### config.mk
export PLATFORM = sky130hd
export DESIGN_NAME = instr_encoder
export DESIGN_NICKNAME = d
export VERILOG_FILES = /design/src/rtl/instr_encoder.sv
export SDC_FILE = /design/constraint.sdc
export NUM_CORES = 1
export LEC_CHECK = 0
export CAP_MARGIN = 5
export CORE_UTILIZATION = 30
export CTS_CLUSTER_DIAMETER = 60
export DETAILED_ROUTE_END_ITERATION = 12
export GPL_ROUTABILITY_DRIVEN = 0
export HOLD_SLACK_MARGIN = 0.1
export PLACE_DENSITY = 0.5
export SETUP_SLACK_MARGIN = 0.05
export SLEW_MARGIN = 10
export SYNTH_ARGS = -nofsm -noshare
export SYNTH_HDL_FRONTEND = slang
export SYNTH_SLANG_ARGS = --single-unit
### constraint.sdc
create_clock -name clk -period 6.3 [get_ports clk]
set_input_delay 1.26 -clock clk [delete_from_list [all_inputs] [get_ports clk]]
set_output_delay 1.26 -clock clk [all_outputs]
set_load 0.01 [all_outputs]
### src/rtl/instr_encoder.sv
// RV32I instruction encoder: packs class/field requests into words,
// range-checks immediates and queues results in a 2-entry FIFO.
module instr_encoder #(
  parameter logic [31:0] BASE_ADDR = 32'h0000_0000,
  parameter int          DEPTH     = 2
) (
  input  logic        clk,
  input  logic        reset,
  input  logic        in_valid,
  output logic        in_ready,
  input  logic [2:0]  kind,
  input  logic [4:0]  rd,
  input  logic [4:0]  rs1,
  input  logic [4:0]  rs2,
  input  logic [2:0]  funct3,
  input  logic [6:0]  funct7,
  input  logic [31:0] imm,
  output logic        out_valid,
  input  logic        out_ready,
  output logic [31:0] out_instr,
  output logic [31:0] out_addr,
  output logic        err,
  output logic [15:0] count
);

  localparam logic [1:0] DEPTH_L = DEPTH[1:0];

  localparam logic [6:0] OP_LOAD  = 7'b0000011;
  localparam logic [6:0] OP_STORE = 7'b0100011;
  localparam logic [6:0] OP_RTYPE = 7'b0110011;
  localparam logic [6:0] OP_BR    = 7'b1100011;
  localparam logic [6:0] OP_ITYPE = 7'b0010011;
  localparam logic [6:0] OP_JAL   = 7'b1101111;

  logic        head_v;
  logic        tail_v;
  logic [31:0] head_instr;
  logic [31:0] head_addr;
  logic [31:0] tail_instr;
  logic [31:0] tail_addr;
  logic [31:0] next_addr;
  logic [15:0] cnt;
  logic        err_q;

  logic [1:0]  occ;
  logic        k_ld;
  logic        k_st;
  logic        k_rt;
  logic        k_br;
  logic        k_it;
  logic        k_jl;
  logic        i_ok;
  logic        b_ok;
  logic        j_ok;
  logic [31:0] enc;
  logic        legal;
  logic        acc;
  logic        push;
  logic        pop;

  assign occ      = {1'b0, head_v} + {1'b0, tail_v};
  assign in_ready = occ < DEPTH_L;

  assign k_ld = kind == 3'd0;
  assign k_st = kind == 3'd1;
  assign k_rt = kind == 3'd2;
  assign k_br = kind == 3'd3;
  assign k_it = kind == 3'd4;
  assign k_jl = kind == 3'd5;

  // Immediate fits when all bits above the field's sign bit replicate it
  assign i_ok = imm[31:11] == {21{imm[11]}};
  assign b_ok = (imm[31:12] == {20{imm[12]}}) && !imm[0];
  assign j_ok = (imm[31:20] == {12{imm[20]}}) && !imm[0];

  // Pack the request into an instruction word and judge its legality
  always_comb begin
    enc   = 32'h0;
    legal = 1'b0;
    unique case (1'b1)
      k_ld, k_it: begin
        enc   = {imm[11:0], rs1, funct3, rd,
                 k_ld ? OP_LOAD : OP_ITYPE};
        legal = i_ok;
      end
      k_st: begin
        enc   = {imm[11:5], rs2, rs1, funct3,
                 imm[4:0], OP_STORE};
        legal = i_ok;
      end
      k_rt: begin
        enc   = {funct7, rs2, rs1, funct3, rd, OP_RTYPE};
        legal = 1'b1;
      end
      k_br: begin
        enc   = {imm[12], imm[10:5], rs2, rs1, funct3,
                 imm[4:1], imm[11], OP_BR};
        legal = b_ok;
      end
      k_jl: begin
        enc   = {imm[20], imm[10:1], imm[11], imm[19:12],
                 rd, OP_JAL};
        legal = j_ok;
      end
      default: begin
        enc   = 32'h0;
        legal = 1'b0;
      end
    endcase
  end

  assign acc  = in_valid && in_ready;
  assign push = acc && legal;
  assign pop  = head_v && out_ready;

  // Head/tail FIFO; head registers keep the last word once drained
  always_ff @(posedge clk) begin
    if (reset) begin
      head_v     <= 1'b0;
      tail_v     <= 1'b0;
      head_instr <= 32'h0;
      head_addr  <= BASE_ADDR;
      tail_instr <= 32'h0;
      tail_addr  <= BASE_ADDR;
    end else if (pop) begin
      if (tail_v) begin
        head_instr <= tail_instr;
        head_addr  <= tail_addr;
        head_v     <= 1'b1;
        tail_v     <= push;
        if (push) begin
          tail_instr <= enc;
          tail_addr  <= next_addr;
        end
      end else begin
        head_v <= push;
        if (push) begin
          head_instr <= enc;
          head_addr  <= next_addr;
        end
      end
    end else if (push) begin
      if (!head_v) begin
        head_instr <= enc;
        head_addr  <= next_addr;
        head_v     <= 1'b1;
      end else begin
        tail_instr <= enc;
        tail_addr  <= next_addr;
        tail_v     <= 1'b1;
      end
    end
  end

  // Address tag, push counter and illegal-request pulse
  always_ff @(posedge clk) begin
    if (reset) begin
      next_addr <= BASE_ADDR;
      cnt       <= 16'h0;
      err_q     <= 1'b0;
    end else begin
      err_q <= acc && !legal;
      if (push) begin
        next_addr <= next_addr + 32'd4;
        cnt       <= cnt + 16'd1;
      end
    end
  end

  assign out_valid = head_v;
  assign out_instr = head_instr;
  assign out_addr  = head_addr;
  assign err       = err_q;
  assign count     = cnt;

endmodule

==> flow_summary.yaml <==
status:
  run_status: "complete, no violations"
logic_synthesis:
  ys_ff_latch: 169
  synth_fa_ha_area_share_pct: 0.2907
  async_reset_ff_share_pct: 0
  ys_warn_count: 0
  synth.yosys.seq_area_share_pct: 39.30
  synth_top_family_by_area: "compound AO/OA/AOI/OAI gates"
  synth-compound-area-share_pct: 27.51
  synth_area_sq_mm: 0.008610
  synth_area_per_cell_sq_um: 8.278
  ys_types: 56
  synthFlopType: "dfxtp_1"
  synthCells: 1040
  synth_xor_area_share_pct: 0.1889
  synth.area.mux_share_pct: 3.633
  yosys.area_share.simple_pct: 22.87
  synth-edff-count: 0
place:
  place_area_sq_mm: 0.01019
  dpl.hpwl_mm: 16.97
  port_buffers: 144
  place_inst: 1475
pwr:
  power_density_mw_per_mm2: 223.5
  ir_worst_vdd_mv: 0.1330
  leakage_uw: 0.003320
  finalPower_uw: 2413
clock_network:
  cts_made_buffers: 17
  postCtsSetupBuffers: 0
  cts_resized: 0
  cts.sinks: 169
  cts-root-buf: "clkbuf_16"
  cts_hold_buf: 0
  h-tree-depth: 4
  clkTransAtPathRegs_ps: 70
  cts_tree: "done"
  cts_max_path_buffers: 2
  insertion_delay_ps: 430
finish:
  multi_input_area_sq_mm: 0.004715
  regArea_sq_mm: 0.003383
  num_antenna_cells: 0
  final_area_sq_mm: 0.01080
  layout.nets: 1182
  num-fill-cells: 2880
  final_cell_count_no_fill: 1507
  drive_above_1_share_pct: 11.69
  area_growth_pct: 25.40
die:
  die_y_um: 171.4
  die-area_sq_mm: 0.02938
  placementRows: 61
  dieWidth_um: 171.4
  start_util_pct: 30.74
  io_pins: 147
  core_sq_mm: 0.02801
setup_path:
  critPathRequiredTime_ps: 6560
  critPathLaunchType: "input port"
  path_max_fanout: 60
  reg2reg_from: "out_valid$_SDFFE_PP0P_"
  startpoint: "kind[1]"
  worstSetupEndpointType: "flip-flop"
  critPathKind: "input port to flip-flop"
  arrival_ps: 4990
sta:
  tightest_slew_ps: 1109
  rsz0062_at_grt: "no"
  final-setup-viol-count: 0
  setup_tns_ps: 0
  hold_viol_final: 0
  finalCriticalPeriod_ps: 4737
  slew_headroom_pct: 25.90
  slew_violations: 0
  finalCritPeriodShare_pct: 75.19
  finalClockSkew_ps: 8.090
  fmax_mhz: 211.1
global_routing:
  antenna_found_initial: 0
  grt-ovfl-total: 0
  grt_first_pass_wirelength_mm: 42.69
  grt_pass1_vias: 7664
  grt_max_degree: 109
  grtUsageTotal_pct: 18.50
routing:
  vias: 8016
  ant_nets: 0
  drt_iter0_drc: 426
  first_pass_iters: 5
  wirelength_mm: 26.45
  viasPerCell: 5.319
  drc: 0
  detail_route.wl_per_cell_um: 17.55
worst_hold_path:
  min-delay-path-class: "flip-flop to flip-flop"
  min-delay-start: "out_instr[17]$_SDFFE_PP0P_"
job:
  maxCapViolations: 0
-- cells in the mapped netlist, drive strengths merged (3+ instances only) --
| library cell | n | area share, % |
|---|---|---|
| a211oi | 49 | 5.1 |
| nor4 | 13 | 1.1 |
| and2 | 4 | 0.32 |
| nand2b | 29 | 2.1 |
| o31ai | 12 | 1.0 |
| buf | 36 | 2.7 |
| nand3 | 80 | 4.7 |
| a21oi | 146 | 8.5 |
| a22oi | 15 | 1.3 |
| nor2 | 61 | 2.7 |
| or3 | 9 | 0.65 |
| a22o | 10 | 1.0 |
| or4 | 12 | 1.0 |
| a31oi | 3 | 0.22 |
| and4 | 5 | 0.51 |
| dfxtp | 169 | 39 |
| o2bb2ai | 3 | 0.38 |
| nand4 | 17 | 1.2 |
| mux2 | 26 | 3.4 |
| clkbuf | 73 | 3.2 |
| inv | 6 | 0.26 |
| nor2b | 26 | 1.9 |
| nand2 | 84 | 3.7 |
| nor3 | 36 | 2.1 |
| a311oi | 32 | 5.6 |
| o21ai | 61 | 3.5 |
-- cell usage in the layout (no fill, tap or decap), types with 10 or more instances in the layout --
master / instances
or4_1: 12
o21ai_1: 18
a22o_1: 10
nand2_1: 83
mux2_2: 16
clkbuf_16: 17
a311oi_2: 32
nor2b_1: 26
a21oi_1: 146
nor2_1: 58
dfxtp_1: 169
nand4_1: 17
nor4_1: 11
o31ai_1: 12
o21ai_0: 43
buf_4: 21
a211oi_1: 37
a22oi_1: 15
clkdlybuf4s50_1: 143
mux2_1: 10
a211oi_2: 11
nand2b_1: 29
nand3_1: 80
nor3_1: 36
-- stage by stage --
stage / util [%] / hold slack (ps) / setup slack [ps]
5_1_grt: 38.54 / 484.9 / 1270
6_report: 38.54 / 469.8 / 1563
2_1_floorplan: - / 437.1 / 3324
3_3_place_gp: 36.39 / 449.2 / 1269
3_5_place_dp: 36.39 / 455.9 / 1122
4_1_cts: 38.54 / 473.1 / 1582
-- layout make-up --
type / instances / share of cell area [%]
well taps: 378 / 4.381
clock buffers: 17 / 3.940
inverters: 6 / 0.2086
multi-input cells: 757 / 43.67
repair buffers: 165 / 14.82
clock inverters: 15 / 1.646
flip-flops and latches: 169 / 31.34
-- worst max-delay path: stages --
cell and delay (ps):
clkdlybuf4s50_1 1140, inv_2 150, nor3_1 420, a31o_1 260
a2111o_2 560, and2_4 930, a311oi_2 210
-- per-layer routing --
metal | GRT usage [%] | wire [um] | up-vias
met1 | 26.38 | 13380 | 3836
met5 | 0 | 0 | -
met4 | 4.037 | 312 | 0
met2 | 28.44 | 11530 | 187
met3 | 3.797 | 1231 | 22
li1 | - | - | 3971
-- sequential cells by signal (all words and copies together), names as in the netlist --
name	count
out_valid	1
out_instr	30
out_addr	30
next_addr	30
count	16
tail_instr	30
err	1
tail_v	1
tail_addr	30
-- power breakdown --
group	internal [uW]	total, uW	leakage [uW]	switching [uW]
sequential	1080	1090	0.00136	8.90
clock	570	1080	0.000296	508
combinational	105	246	0.00166	142
-- cells by family (layout without fill, tap and decap cells) --
logic type / count (synthesis) / count (layout)
other cells: 1 / 2
compound gates: 339 / 339
simple gates: 385 / 385
buf+inv: 115 / 203
mux: 28 / 28
flops: 169 / 169
fa+ha+maj: 2 / 2
xor+xnor: 1 / 1
-- path summary, 6_finish.rpt --
kind,slack [ps],cells after the start,to
worst max-delay path,1560,7,out_addr[12]$_SDFFE_PP0P_
worst min-delay path,470,2,out_instr[17]$_SDFFE_PP0P_
worst max register to register,3480,7,tail_instr[9]$_SDFFE_PP0P_
worst min register to register,470,2,out_instr[17]$_SDFFE_PP0P_
Power figures use the tool's default switching activity.
